File: config.mk
export PLATFORM = sky130hd
export DESIGN_NAME = cpu_sequencer
export DESIGN_NICKNAME = d
export VERILOG_FILES = /design/src/rtl/cpu_sequencer.sv
export SDC_FILE = /design/constraint.sdc
export NUM_CORES = 1
export LEC_CHECK = 0
export BUFFER_PORTS_ARGS = -buffer_cell sky130_fd_sc_hd__buf_2
export CORE_MARGIN = 1.5
export CORE_UTILIZATION = 44
export DETAILED_ROUTE_END_ITERATION = 8
export PLACE_DENSITY = 0.74
export SYNTH_ARGS = -nofsm -noshare
export SYNTH_HDL_FRONTEND = slang
export SYNTH_SLANG_ARGS = --single-unit
File: constraint.sdc
create_clock -name clk -period 1.5 [get_ports clk]
set_input_delay 0 -clock clk [delete_from_list [all_inputs] [get_ports clk]]
set_output_delay 0 -clock clk [all_outputs]
set_load 0.1 [all_outputs]
File: src/rtl/cpu_sequencer.sv
// Instruction sequencer: fetches 1- or 2-byte instructions from program memory,
// hands the opcode to the microcode decoder, launches datapath execution and
// resolves conditional jumps. Halting is only allowed between instructions.
module cpu_sequencer (
  input  logic       clk,
  input  logic       rst_n,
  output logic       mem_req,
  output logic [7:0] mem_addr,
  input  logic       mem_ack,
  input  logic [7:0] mem_rdata,
  output logic [7:0] opcode,
  output logic [7:0] operand,
  input  logic       jump_operation,
  input  logic       jump_condition,
  input  logic       carry,
  input  logic       zero,
  output logic       exec_start,
  input  logic       exec_done,
  output logic [7:0] pc,
  input  logic       halt_req,
  output logic       halted
);

  localparam int unsigned W = 8;

  typedef enum logic [2:0] {
    FETCH_OP  = 3'd0,
    FETCH_ARG = 3'd1,
    DECODE    = 3'd2,
    EXEC      = 3'd3,
    WAIT_DONE = 3'd4,
    HALT      = 3'd5
  } state_t;

  state_t       state, state_nxt;
  logic [W-1:0] pc_nxt, opcode_nxt, operand_nxt;
  logic         flag_sel;
  logic         jump_taken;
  logic         fetch_ok;

  // Next-state, program counter and instruction register update
  always_comb begin
    state_nxt   = state;
    pc_nxt      = pc;
    opcode_nxt  = opcode;
    operand_nxt = operand;
    // Bit0 of the opcode picks which flag a conditional jump tests
    flag_sel    = opcode[0] ? zero : carry;
    jump_taken  = jump_operation && (!jump_condition || flag_sel);
    // The registered request is low for one cycle after reset; ignore acks then
    fetch_ok    = mem_req && mem_ack;

    unique case (state)
      FETCH_OP: begin
        if (fetch_ok) begin
          opcode_nxt = mem_rdata;
          pc_nxt     = W'(pc + W'(1));
          if (mem_rdata[7]) begin
            state_nxt = FETCH_ARG;
          end else begin
            operand_nxt = '0;
            state_nxt   = DECODE;
          end
        end
      end
      FETCH_ARG: begin
        if (fetch_ok) begin
          operand_nxt = mem_rdata;
          pc_nxt      = W'(pc + W'(1));
          state_nxt   = DECODE;
        end
      end
      DECODE: begin
        state_nxt = EXEC;
      end
      EXEC: begin
        if (jump_taken) begin
          pc_nxt = operand;
        end
        if (exec_done) begin
          state_nxt = halt_req ? HALT : FETCH_OP;
        end else begin
          state_nxt = WAIT_DONE;
        end
      end
      WAIT_DONE: begin
        if (exec_done) begin
          state_nxt = halt_req ? HALT : FETCH_OP;
        end
      end
      HALT: begin
        if (!halt_req) begin
          state_nxt = FETCH_OP;
        end
      end
      default: begin
        state_nxt = FETCH_OP;
      end
    endcase
  end

  // State register plus outputs registered from the next state
  always_ff @(posedge clk or negedge rst_n) begin
    if (!rst_n) begin
      state      <= FETCH_OP;
      pc         <= '0;
      opcode     <= '0;
      operand    <= '0;
      mem_req    <= 1'b0;
      exec_start <= 1'b0;
      halted     <= 1'b0;
    end else begin
      state      <= state_nxt;
      pc         <= pc_nxt;
      opcode     <= opcode_nxt;
      operand    <= operand_nxt;
      mem_req    <= (state_nxt == FETCH_OP) || (state_nxt == FETCH_ARG);
      exec_start <= (state_nxt == EXEC);
      halted     <= (state_nxt == HALT);
    end
  end

  // Fetch address is the program counter itself, stable across wait states
  assign mem_addr = pc;

endmodule

# Word-level counts from Yosys, hierarchy flattened
# Index checks and enable logic that the tools add are counted.
word_totals:
  romBits: 0
  output_inout_bits: 35
  word_cells: 50
  input_bits: 17
  n_memories: 0
  mem_bits_rw: 0
  regBits: 30
  latch_bits: 0
op_classes:
  div: 0
  n_eq_ne: 13
  shift: 0
  reduce_logical: 13
  addsub: 1
  bitwise: 0
  n_mux: 16
  n_mul: 0
  n_lt_le_gt_ge: 0
op_table:
  columns: ["operator", "n"]
  rows:
  - ["8-bit two-way mux", 5]
  - ["8-bit case mux with 2 select lines", 2]
  - ["3-bit two-way mux", 6]
  - ["3-bit case mux with 6 select lines", 1]
  - ["3-bit by 2-bit equality test with 1-bit output (second input constant)", 3]
  - ["3-bit equality test (second input constant)", 3]
  - ["8-bit by 1-bit adder with 8-bit output (second input constant)", 1]
  - ["2-bit inequality test (second input constant)", 4]
  - ["3-bit by 1-bit equality test with 1-bit output (second input constant)", 2]
  - ["3-bit logical NOT", 2]
  - ["4-bit AND reduction", 1]
  - ["2-bit nonzero test", 2]
  - ["3-bit AND reduction", 1]
  - ["1-bit logical AND", 2]
  - ["1-bit logical OR", 2]
  - ["2-bit two-way mux", 1]
  - ["2-bit by 1-bit inequality test with 1-bit output (second input constant)", 1]
  - ["2-bit AND reduction", 1]
  - ["2-bit OR reduction", 1]
  - ["1-bit logical NOT", 1]
  - ["1-bit two-way mux", 1]

# Longest topological paths before layout
depth:
  ltp_word: 5
  ltp_mapped: 7
  depth_no_buf: 5

# Least setup slack after synthesis
# No wires, ideal clock.
synth_path:
  path_kind: "register -> register"
  start: "reg opcode[0]"
  end: "reg pc[5] (netlist: mem_addr[5])"
  setup_ns: 0.137
  synth_period_minus_slack_ns: 2.109
  required_ns: 1.363
  path_buffers: 1
  arrival_time_ns: 1.972
  stages_incl_launch_ff: 6
  setup_slack_ns: -0.609
  path_cell_list: "dfrtp_1 > mux2_2 > o211ai_4 > and2_4 > buf_6 > o211ai_1"
synth_between:
  elab_chain_cells: 5
synth_lines:
  columns: ["element", "line", "rtl"]
  rows:
  - ["start, declared", "11", "output logic [7:0] opcode,"]
  - ["start signal, assigned", "115", "opcode <= opcode_nxt;"]
  - ["1-bit two-way mux", "48", "flag_sel = opcode[0] ? zero : carry;"]
  - ["1-bit logical OR", "49", "jump_taken = jump_operation && (!jump_condition || flag_sel);"]
  - ["1-bit logical AND", "49", null]
  - ["2-bit inequality test (no line)", null, null]
  - ["3-bit AND reduction (no line)", null, null]
  - ["end signal, assigned", "114", "pc <= pc_nxt;"]
  - ["end, declared", "19", "output logic [7:0] pc,"]
# Every way passes these cells.
# A chain may end at the register's enable or synchronous reset.

# Worst setup path in the final report
layout_path:
  start: "reg opcode[0]"
  end: "reg pc[4] (netlist: mem_addr[4])"
# The elaborated chain is that of the path after synthesis.

==> reports/metrics.csv <==
stage,metric,value,unit
outcome,status,"finished, violations left",
outcome,violations,setup timing,
synth,ys_top_cells_by_area,"dfrtp_1, mux2_2, buf_4",
drt,drtIter0Drc,91,
timing,worst_pin_slew,0.656,ns
setup_path,start_kind,flop,
die,die_w,61.5,um
timing,slew_headroom,56.3,%
clocking,clk_latency,0.33,ns
placed_design,pre_cts_slack,-0.0577,ns
drt,dr.max_layer_used,met4,
timing,holdWs,0.0257,ns
setup_path,worstPathRequired,1.73,ns
die,die_area,0.00378,mm^2
die,die_h,61.5,um
drt,wirelength,3590,um
timing,setup_viol,2,
global_routing,grt_util_all_layers,20.6,%
timing,finalSetupTns,-0.00718,ns
clocking,clk_pin_slew_worst_paths,0.10,ns
timing,timing.final.crit_share,100,%
die,rows,21,
finish,n_fill_cell,289,
finish,multi_input_area,684,um^2
global_routing,grt_remaining_overflow,0,
timing,rsz0062_at_grt,yes,
die,core_region_area,0.00331,mm^2
synth,synth_seq_area_share,49.9,%
clocking,clkSinkCount,30,
finish,post-route-util,62.3,%
timing,fin_ws,-0.00651,ns
global_routing,grt_pass1_wl,5620,um
placed_design,portBuffers,51,
finish,ff_latch_area,767,um^2
synth,synth_seq_cells,30,
setup_path,crit_fanout,6,
synth,syn-mean-instance-area,10.2,um^2
finish,area_growth,37.1,%
placed_design,dpl.hpwl,2520,um
timing,hold_viol,0,
clocking,numCtsBuffers,5,
run,cap_violations,0,
global_routing,grt_pass1_vias,1252,
synth,synth_cells,148,
synth,synth_area,0.00151,mm^2
die,initial_core_util,45.5,%
synth,yosysWarnings,0,
synth,synthesis.nets,166,
timing,fmax,664,MHz
drt,wl_per_cell,13.7,um
drt,num_vias,1373,
setup_path,worst_ep_arrival_time,1.73,ns
synth,synth.top_cell.area_share,49.9,%
worst_hold_path,worstHoldPathType,input pin to flop,
drt,wl_met2,1830,um
clocking,h-tree-depth,2,
drt,first_pass_iters,4,
clocking,clockBufferDepth,2,
global_routing,antenna_found_initial,0,
drt,drt_drc_violations_left,0,
synth,yosysUniqueCellTypes,34,
drt,wl_met1,1490,um
timing,period_minus_slack,1.51,ns
die,num_io_pins,52,
placed_design,gp_congestion,0.780,
timing,drv_slew,0,
drt,met3RoutedLength,184,um
synth,yosys.area.top_type,dfrtp_1,
drt,via_per_inst,5.24,
drt,ant_nets,0,
clocking,cts_tree,done,
finish,nNetsFinal,233,
finish,drive_above_1_share,46.3,%
setup_path,end_kind,flop,
clocking,cts_root_buf,clkbuf_4,
global_routing,grt_max_degree,31,
finish,n_antenna_cell,0,
timing,clock_skew,0.0110,ns
setup_path,path_class,flop to flop,
==> cells in the mapped netlist (all sizes together) <==
library cell and number:
a21o 1, a21oi 13, a31oi 3, a41oi 2, and2 2, and3 1, and3b 1, buf 13
clkbuf 2, dfrtp 30, ha 1, inv 4, mux2 9, mux2i 1, nand2 18, nand2b 2
nand3 7, nand3b 1, nand4 1, nand4bb 1, nor2 9, nor3 3, nor4 2, o211ai 7
o21ai 9, o21bai 1, o22a 2, o2bb2a 1, o31ai 1
==> final timing paths <==
check | from | slack (ns) | endpoint | cells past startpoint
min in group asynchronous | rst_n | 0.24 | operand[3] | 2
hold / removal | mem_ack | 0.03 | operand[7] | 3
setup / recovery | opcode[0] | -0.007 | mem_addr[4] | 5
setup reg to reg | opcode[0] | -0.007 | mem_addr[4] | 5
hold reg to reg | opcode[5] | 0.51 | opcode[5] | 1
max in group asynchronous | rst_n | 0.76 | opcode[0] | 2
==> cell families after synthesis <==
kind of cell	after synthesis	synth area share, %
adder cells (fa/ha/maj)	1	0.831
AND/OR/NAND/NOR	48	15.5
multiplexers	10	7.40
buffers and inverters	19	8.56
AO/OA/AOI/OAI	40	17.8
flip-flops	30	49.9
==> cell type report <==
| type | count | area share (%) |
|---|---|---|
| timing repair buffer | 75 | 23.2 |
| tap | 46 | 2.79 |
| inverter | 4 | 0.728 |
| clock inverter | 1 | 0.243 |
| sequential | 30 | 37.2 |
| clock buffer | 7 | 2.67 |
| multi-input combinational | 99 | 33.2 |
==> critical path, cell delays in order, from the launching register on <==
cell      delay (ns)
dfrtp_4         0.49
mux2_4          0.31
o211ai_4        0.23
buf_6           0.15
a21oi_1         0.07
o22a_1          0.16
==> per-stage QoR <==
step | cells | instance area, um^2
2_1_floorplan | 148 | 1550
3_3_place_gp | 241 | 1840
3_5_place_dp | 241 | 1840
4_1_cts | 262 | 2030
5_1_grt | 262 | 2060
6_report | 262 | 2060
==> state kept, by name, indices dropped and copies added, names as in the netlist <==
register    count
operand         8
exec_start      1
opcode          8
mem_req         1
mem_addr        8
halted          1
state           3
==> placed cells by master, fill, tap and decap left out, types with 7 or more instances in the layout <==
cell type / count
nand2_1: 18
dfrtp_2: 7
dfrtp_1: 21
buf_2: 51
nor2_1: 8
a21oi_1: 12
mux2_2: 8
o21ai_0: 8
buf_4: 11
nand3_1: 7
dlygate4sd3_1: 11
==> routing by layer <==
layer  vias up  global-route usage, %
met4         0                   11.2
met1       645                   25.5
met2        59                   33.5
met5         -                      0
met3         9                   4.41
li1        660                      -
==> timing repair <==
action                     CTS  global route
gates cloned                 0             0
hold endpoints to repair    49             0
pin swaps                    4             2
gates resized for setup      2             7
buffers inserted             2             0
setup endpoints to repair    4            11
hold buffers                11             0
Power is not shown: default switching activity piles up to over one toggle a cycle in this logic, so the estimate is an artifact.
